File: src/rtl/wta_disparity_select.sv
`default_nettype none
// ============================================================================
// Module   : wta_disparity_select
// Brief    : Winner-takes-all disparity selector. Consumes one matching cost
//            per cycle for disparities 0..MAX_DISP-1 and reports the index
//            and cost of the minimum. Lower disparity wins on ties.
//            Optional uniqueness test against the second-best cost is built
//            when the macro WTA_UNIQUENESS_CHECK_EN is defined.
// Revision : 1.0 - initial release
// ============================================================================
module wta_disparity_select #(
    parameter  int MAX_DISP    = 16,
    parameter  int COST_WIDTH  = 4,
    parameter  int UNIQ_MARGIN = 1,
    localparam int DISP_WIDTH  = $clog2(MAX_DISP)
) (
    input  logic                  clk,
    input  logic                  rst,
    input  logic [COST_WIDTH-1:0] cost_in,
    input  logic                  cost_valid,
    input  logic                  cost_first,
    output logic [DISP_WIDTH-1:0] disp_out,
    output logic [COST_WIDTH-1:0] min_cost_out,
    output logic                  disp_unique,
    output logic                  disp_valid,
    output logic                  seq_err
);

    localparam int                   CNT_WIDTH  = DISP_WIDTH + 1;
    localparam logic [CNT_WIDTH-1:0] C_CNT_LAST = CNT_WIDTH'(MAX_DISP - 1);
    localparam logic [CNT_WIDTH-1:0] C_CNT_ONE  = CNT_WIDTH'(1);

    // IDLE: no partial pixel held; ACCUM: d_cnt costs of a pixel accepted
    localparam logic [0:0] C_ST_IDLE  = 1'b0;
    localparam logic [0:0] C_ST_ACCUM = 1'b1;

    // Elaboration-time parameter sanity
    if (MAX_DISP < 2 || MAX_DISP > 256) begin : g_bad_max_disp
        $error("wta_disparity_select: MAX_DISP out of range 2..256");
    end
    if (UNIQ_MARGIN < 0) begin : g_bad_margin
        $error("wta_disparity_select: UNIQ_MARGIN must be non-negative");
    end

    logic [0:0]            r_state;
    logic [0:0]            w_state_nxt;
    logic [CNT_WIDTH-1:0]  r_d_cnt;
    logic [CNT_WIDTH-1:0]  w_d_cnt_nxt;
    logic [COST_WIDTH-1:0] r_best_cost;
    logic [COST_WIDTH-1:0] w_best_cost_nxt;
    logic [DISP_WIDTH-1:0] r_best_idx;
    logic [DISP_WIDTH-1:0] w_best_idx_nxt;
    logic                  w_start;
    logic                  w_better;
    logic                  w_resync;
    logic                  w_last;
    logic                  w_unique;

    // A cost opens a new pixel when nothing is pending or upstream flags it
    assign w_start  = cost_valid && ((r_state == C_ST_IDLE) || cost_first);
    // Strict compare keeps the lower disparity on ties
    assign w_better = cost_in < r_best_cost;

    // Next-state, counter and running-minimum update
    always_comb begin
        w_state_nxt     = r_state;
        w_d_cnt_nxt     = r_d_cnt;
        w_best_cost_nxt = r_best_cost;
        w_best_idx_nxt  = r_best_idx;
        w_resync        = 1'b0;
        w_last          = 1'b0;
        if (w_start) begin
            // A flagged first cost while a pixel is pending drops that pixel
            w_resync        = (r_state == C_ST_ACCUM);
            w_state_nxt     = C_ST_ACCUM;
            w_d_cnt_nxt     = C_CNT_ONE;
            w_best_cost_nxt = cost_in;
            w_best_idx_nxt  = '0;
        end else if (cost_valid) begin
            if (w_better) begin
                w_best_cost_nxt = cost_in;
                w_best_idx_nxt  = r_d_cnt[DISP_WIDTH-1:0];
            end
            if (r_d_cnt == C_CNT_LAST) begin
                w_last      = 1'b1;
                w_state_nxt = C_ST_IDLE;
                w_d_cnt_nxt = '0;
            end else begin
                w_d_cnt_nxt = r_d_cnt + C_CNT_ONE;
            end
        end
    end

    // State, counter and running-minimum registers
    always_ff @(posedge clk) begin
        if (rst) begin
            r_state     <= C_ST_IDLE;
            r_d_cnt     <= '0;
            r_best_cost <= '0;
            r_best_idx  <= '0;
        end else begin
            r_state     <= w_state_nxt;
            r_d_cnt     <= w_d_cnt_nxt;
            r_best_cost <= w_best_cost_nxt;
            r_best_idx  <= w_best_idx_nxt;
        end
    end

`ifdef WTA_UNIQUENESS_CHECK_EN
    localparam logic [COST_WIDTH:0] C_MARGIN = (COST_WIDTH + 1)'(UNIQ_MARGIN);

    logic [COST_WIDTH-1:0] r_second_cost;
    logic [COST_WIDTH-1:0] w_second_nxt;

    // Second-best tracks the minimum over every disparity except the winner
    always_comb begin
        w_second_nxt = r_second_cost;
        if (w_start) begin
            w_second_nxt = '1;
        end else if (cost_valid) begin
            if (w_better) begin
                w_second_nxt = r_best_cost;
            end else if (cost_in < r_second_cost) begin
                w_second_nxt = cost_in;
            end
        end
    end

    // Second-best cost register
    always_ff @(posedge clk) begin
        if (rst) begin
            r_second_cost <= '0;
        end else begin
            r_second_cost <= w_second_nxt;
        end
    end

    // Second-best is never below best, so the unsigned gap cannot wrap
    assign w_unique = (({1'b0, w_second_nxt} - {1'b0, w_best_cost_nxt}) >= C_MARGIN);
`else
    assign w_unique = 1'b1;
`endif

    // Result registers hold until the next completed pixel
    always_ff @(posedge clk) begin
        if (rst) begin
            disp_out     <= '0;
            min_cost_out <= '0;
            disp_unique  <= 1'b0;
            disp_valid   <= 1'b0;
            seq_err      <= 1'b0;
        end else begin
            disp_valid <= w_last;
            seq_err    <= w_resync;
            if (w_last) begin
                disp_out     <= w_best_idx_nxt;
                min_cost_out <= w_best_cost_nxt;
                disp_unique  <= w_unique;
            end
        end
    end

endmodule
`default_nettype wire

File: config.mk
export PLATFORM = sky130hd
export DESIGN_NAME = wta_disparity_select
export DESIGN_NICKNAME = d
export VERILOG_FILES = /design/src/rtl/wta_disparity_select.sv
export SDC_FILE = /design/constraint.sdc
export NUM_CORES = 1
export LEC_CHECK = 0
export CAP_MARGIN = 20
export CORE_ASPECT_RATIO = 0.8
export CORE_MARGIN = 8
export CORE_UTILIZATION = 35
export CTS_BUF_LIST = sky130_fd_sc_hd__clkbuf_4 sky130_fd_sc_hd__clkbuf_8
export DETAILED_ROUTE_END_ITERATION = 12
export DONT_BUFFER_PORTS = 1
export PLACE_DENSITY = 0.51
export SLEW_MARGIN = 20
export SYNTH_ARGS = -nofsm -noshare
export SYNTH_HDL_FRONTEND = slang
export SYNTH_SLANG_ARGS = --single-unit
export TNS_END_PERCENT = 1
File: constraint.sdc
create_clock -name clk -period 3.7 [get_ports clk]
set_input_delay 0 -clock clk [delete_from_list [all_inputs] [get_ports clk]]
set_output_delay 0 -clock clk [all_outputs]
set_load 0.05 [all_outputs]
==> results of run 1 <==
-- critical path: cells and delay by family, from the launching register on --
kind                       cells  cell delay (ns)
AOI/OAI and AO/OA              4             0.76
DFF                            1             0.36
buffers and inverters          2             0.62
adders and majority gates      1             0.31
-- flip-flops by register name, summed over array words and instances, names as in the netlist, 4 cells and up --
register / flops
r_d_cnt: 5
disp_out: 4
min_cost_out: 4
r_best_cost: 4
r_best_idx: 4
-- cells in the mapped netlist, drive strengths merged --
cell      n  area, µm²
a22o      2      17.52
o21ba     1      10.01
nor3b     1      12.51
o21ai     1      5.000
nand3     3      15.01
xor2      2      17.52
a211oi    1      7.510
clkbuf    2      7.510
o311ai    2      32.53
dfxtp    25      500.5
nor3      2      15.01
and2b     1      7.510
buf       1      5.000
o211a     1      17.52
and2      1      6.260
nand2b    5      33.78
o2bb2ai   4      35.03
ha        4      50.05
inv       5      18.76
o2111ai   1      8.760
or3b      1      8.760
nor2b     2      12.51
nor2     14      52.55
a22oi     1      7.510
mux2i     6      60.06
nand2     5      18.77
nand4     4      25.02
o22a      1      8.760
o21a      1      7.510
a21oi     1      5.000
o211ai    3      50.05
-- cell type report --
| cell class | instances | area (µm²) |
|---|---|---|
| clock buffer | 3 | 41.29 |
| clock inverter | 1 | 5.005 |
| fill | 320 | 1804 |
| inverter | 5 | 18.77 |
| multi-input combinational | 71 | 548.0 |
| sequential | 25 | 500.5 |
| tap | 40 | 50.05 |
| timing repair buffer | 5 | 50.05 |
-- through the flow --
| stage | util, % | setup slack [ns] |
|---|---|---|
| finish | 40.22 | 1.548 |
| global route | 40.22 | 1.463 |
| CTS | 40.22 | 1.565 |
| detailed placement | 37.02 | 2.057 |
| global placement | 37.02 | 2.064 |
| floorplan | - | 2.212 |
-- power by group --
| part | internal (µW) | leakage [µW] | switching, µW |
|---|---|---|---|
| clock | 75.2 | 0.0000255 | 82.7 |
| sequential | 275 | 0.000203 | 5.79 |
| combinational | 28.0 | 0.000236 | 33.8 |
| total | 379 | 0.000464 | 122 |
-- per-layer routing --
metal | share of wire (%) | GRT usage, %
met2 | 38 | 12.38
met5 | 0 | 0
met3 | 14 | 6.403
met4 | 0.85 | 2.074
met1 | 47 | 11.40
-- repair_timing --
item | in CTS | in global routing
setup buffers | 0 | 0
hold buffers | 5 | 0
hold endpoints to repair | 11 | 0
-- logic make-up after synthesis --
logic type / synth area share (%)
compound gates: 19.70
xor+xnor: 1.623
fa+ha+maj: 4.635
buf+inv: 2.896
flops: 46.35
mux: 5.562
simple gates: 19.23
-- worst min path at each step --
| stage | startpoint | endpoint | slack [ns] | depth (start not counted) |
|---|---|---|---|---|
| 2_1_floorplan | cost_in[3] | r_best_cost[3] | 0.17 | 2 |
| 6_report | cost_valid | r_d_cnt[4] | 0.01 | 3 |
| 5_1_grt | cost_valid | r_best_cost[3] | 0.03 | 2 |
| 4_1_cts | cost_valid | r_d_cnt[4] | 0.01 | 3 |
| 3_5_place_dp | rst | r_best_cost[1] | 0.08 | 1 |
| 3_3_place_gp | rst | r_best_cost[2] | 0.07 | 1 |
==> summary.md, run 1 <==
| Metric | Value |
|---|---|
| Period utilization | `58.16%` |
| Vias in the first global route | `760` |
| Max IR drop VDD | `266.8 µV` |
| Total Wirelength | `2226 µm` |
| Synthesis Warnings | `0` |
| Longest Clk Path Bufs | `2` |
| Starting DRT DRC Count | `92` |
| Antenna cells | `0` |
| Sink Count | `25` |
| Tmin final | `2.152 ns` |
| Chip Width | `78.10 µm` |
| Global-route wire length before repair | `3732 µm` |
| Most common cell after layout, fill and taps aside | `dfxtp_1` |
| Library cells used by synthesis | `35` |
| Detailed placer's ending HPWL | `1654 µm` |
| GR Overflow Total | `0` |
| Post-Place Cell Area | `1117 µm²` |
| Data arrival time of the worst path | `2.31 ns` |
| Pre-Repair DR Iteration Count | `4` |
| Least-Margin Pin Slew | `0.6346 ns` |
| CTS clock-pin slew for the worst setup and hold paths | `0.08 ns` |
| Slew headroom | `57.54%` |
| CTS root buf | `clkbuf_8` |
| Worst reg2reg path depth | `7` |
| Cell row count | `18` |
| Clock skew | `0.005510 ns` |
| Final Non-Filler Cells | `150` |
| Core area | `3018 µm²` |
| Fin. Hold Viols | `0` |
| Syn Area/Cell | `10.38 µm²` |
| Worst-Skew Late Latency | `0.27 ns` |
| Nets | `123` |
| Cts bufs inserted | `3` |
| Design area | `1214 µm²` |
| Largest net degree at the start of global routing | `15` |
| DIE HEIGHT | `65.68 µm` |
| Pwr/cell area | `412.7 nW/µm²` |
| # IOs | `19` |
| Max Cap Viol | `0` |
| Post-Syn Nets | `116` |
| Buffers on Ports | `0` |
| DR WL/cell | `14.84 µm` |
| Vias post-DR | `775` |
| DP Cell Count | `141` |
| Fin Setup TNS | `0 ns` |
| Worst Setup Start Kind | `register` |
| Hold slack | `0.009862 ns` |
| CP max-delay cell | `dlygate4sd3_1` |
| Post-CTS sizing | `0` |
| Final setup viols | `0` |
| Initial Utilization | `35.78%` |
| Die Area | `5130 µm²` |
| Worst-path cell chain | `inv_1 -> ha_1 -> o211ai_4 -> o211a_4 -> o21ai_0 -> a21oi_1 -> dlygate4sd3_1` |
| Sequential fraction of the synthesis area | `46.35%` |
| Critical Path Start | `r_best_cost[2]` |
| Reg-to-Reg Start | `r_best_cost[2]` |
| Worst R2R End | `r_best_cost[2]` |
| Tot Pwr | `500.8 µW` |
| Layout cell share with drive strength beyond 1 | `13.64%` |
| Synthesized cell area | `1080 µm²` |
| Initial antenna violation count | `0` |
| Reg-to-reg slack, setup | `1.55 ns` |
| Worst hold path type | `in -> reg` |
| GRT Total Usage | `9.138%` |
| Most frequent cells in the layout | `dfxtp_1 (25), nor2_1 (14), mux2i_1 (6), nand2_1 (5), dlygate4sd3_1 (5)` |
| Yosys reg bits | `25` |
| Worst Setup EP | `r_best_cost[2]` |
| Largest stage delay, worst path | `0.57 ns` |
| Worst-path maximum fanout | `4` |
| H-tree level count | `1` |
| Critical path class | `reg -> reg` |
| TritonCTS clock tree | `yes` |
| Max Fclk | `464.7 MHz` |
| Lkg Pwr | `0.0004641 µW` |
| DRC | `0` |
| Area delta synth->final | `12.40%` |
| Post-Synthesis Cells | `104` |
| Antenna viol nets, final | `0` |
| Critical path data required time | `3.86 ns` |
| Critical path endpoint category | `register` |
| Vias/cell | `5.167` |
| RSZ-0062 raised after global routing | `no` |
| GP Congestion | `0.7305` |
| Status | `finished clean` |
| Fin. max-slew vios | `0` |
Power figures use the tool's default switching activity.
==> run 2: changes to the inputs <==
- clock period: 3.7 -> 2.2 ns (I/O delays scaled with it)
==> summary.md, run 2 (same netlist as run 1, synthesis figures left out) <==
| Metric | Value |
|---|---|
| Layout cell share with drive strength beyond 1 | `14.41%` |
| GR Overflow Total | `0` |
| Max Used Layer | `met4` |
| Status | `finished clean` |
| Lkg Pwr | `0.0004702 µW` |
| Vias in the first global route | `755` |
| Filler instances | `318` |
| Total Wirelength | `2250 µm` |
| Pwr/cell area | `695.2 nW/µm²` |
| Nets | `124` |
| Max IR drop VDD | `357.9 µV` |
| DR WL/cell | `14.90 µm` |
| Hold slack | `0.006926 ns` |
| Worst hold path endpoint | `r_best_cost[3]` |
| Worst-path maximum fanout | `4` |
| Global-route wire length before repair | `3788 µm` |
| Worst R2R End | `r_best_cost[2]` |
| Clock skew | `0.008520 ns` |
| Initial antenna violation count | `0` |
| Largest net degree at the start of global routing | `14` |
| Worst reg2reg path depth | `7` |
| Hold Startpoint | `cost_valid` |
| DIE HEIGHT | `65.68 µm` |
| GP Congestion | `0.7282` |
| Hold Crit Depth | `2` |
| Flip-flop count of the largest register after layout | `5` |
| Max Cap Viol | `0` |
| CTS clock-pin slew for the worst setup and hold paths | `0.08 ns` |
| Critical path data required time | `2.36 ns` |
| Vias post-DR | `759` |
| Core area | `3018 µm²` |
| Buffers on Ports | `0` |
| Final setup viols | `0` |
| Chip Width | `78.10 µm` |
| Worst Setup Start Kind | `register` |
| Least-Margin Pin Slew | `0.6082 ns` |
| H-tree level count | `1` |
| Antenna cells | `0` |
| Cts bufs inserted | `3` |
| Pre-Repair DR Iteration Count | `4` |
| Slew headroom | `59.30%` |
| # IOs | `19` |
| Worst-Skew Late Latency | `0.27 ns` |
| Antenna viol nets, final | `0` |
| Critical path class | `reg -> reg` |
| Critical path endpoint category | `register` |
| Met2 wire length | `826 µm` |
| Sink Count | `25` |
| Data arrival time of the worst path | `2.21 ns` |
| CTS root buf | `clkbuf_8` |
| RSZ-0062 raised after global routing | `no` |
| Most common cell after layout, fill and taps aside | `dfxtp_1` |
| Vias/cell | `5.026` |
| DRC | `0` |
| Starting DRT DRC Count | `56` |
| Fin. Hold Viols | `0` |
| Post-CTS setup buffers | `0` |
| Detailed placer's ending HPWL | `1678 µm` |
| Reg-to-Reg Start | `r_best_cost[2]` |
| Largest Register | `r_d_cnt` |
| Max Fclk | `488.9 MHz` |
| Initial Utilization | `35.78%` |
| Die Area | `5130 µm²` |
| Worst hold path type | `in -> reg` |
| Longest Clk Path Bufs | `2` |
| Most frequent cells in the layout | `dfxtp_1 (25), nor2_1 (14), mux2i_1 (6), nand2_1 (5), dlygate4sd3_1 (5)` |
| GRT Total Usage | `9.398%` |
| Tmin final | `2.045 ns` |
| Cell row count | `18` |
| Area delta synth->final | `13.33%` |
| TritonCTS clock tree | `yes` |
| Fin Setup TNS | `0 ns` |
| Critical Path Start | `r_best_cost[2]` |
| Fin. max-slew vios | `0` |
| Reg-to-reg slack, setup | `0.15 ns` |
| M1 WL | `1138 µm` |
| Routed wl met3 | `269 µm` |
| Period utilization | `92.97%` |
-- run 2: changes by cell type in the layout (fill, tap and decap cells not counted), sizes merged --
cell / before / now
buf: 0 / 1
clkbuf: 3 / 4
clkinv: 1 / 0
-- run 2: what timing repair did --
item	4_1_cts	5_1_grt
hold endpoints to repair	11	0
endpoints found under the setup margin	0	1
hold buffers	5	0
resized for setup	0	1
-- run 2: worst max path at each step --
stage                                 end  cells after the start  slack, ns
after floorplan           min_cost_out[1]                      6       0.71
after global placement    min_cost_out[2]                      7       0.57
after detailed placement  min_cost_out[1]                      5       0.55
after CTS                  r_best_cost[2]                      7       0.08
after global routing       r_best_cost[2]                      7       0.03
final                      r_best_cost[2]                      7       0.15
-- run 2: final cells by class --
class | instances | area, µm² | share of cell area [%]
Multi-Input combinational cell | 71 | 548.0 | 44.79
Sequential cell | 25 | 500.5 | 40.90
Timing Repair Buffer | 6 | 57.56 | 4.703
Tap cell | 40 | 50.05 | 4.090
Clock buffer | 4 | 48.80 | 3.988
Inverter | 5 | 18.77 | 1.534
-- run 2: worst max-delay path: stages (launching register included) --
cell and delay (ns):
dfxtp_1 0.36, inv_1 0.05, ha_1 0.31, o211ai_4 0.12, o211a_4 0.28, o21ai_1 0.17
a21oi_1 0.08, dlygate4sd3_1 0.56
-- run 2: power by group --
part	internal [µW]	leakage (µW)	total [µW]	switching [µW]
logic	47.2	0.000241	104	56.8
clock network	142	0.0000262	274	132
registers	463	0.000203	473	9.77
-- run 2: per-layer routing --
layer  up-vias  GRT usage [%]
met4         0          2.765
met1       351          12.13
met3         2          6.131
met5         -              0
li1        384              -
met2        22          12.28
-- run 2: stage by stage --
| stage | total power [µW] | setup slack, ns | utilization, % | cell area, µm² | std cells |
|---|---|---|---|---|---|
| 2_1_floorplan | 565.8 | 0.7118 | - | 1080 | 104 |
| 3_5_place_dp | 576.4 | 0.5520 | 37.27 | 1125 | 142 |
| 6_report | 850.7 | 0.1546 | 40.55 | 1224 | 151 |
| 3_3_place_gp | 574.7 | 0.5695 | 37.27 | 1125 | 142 |
| 5_1_grt | 891.8 | 0.03367 | 40.55 | 1224 | 151 |
| 4_1_cts | 861.0 | 0.08046 | 40.55 | 1224 | 151 |
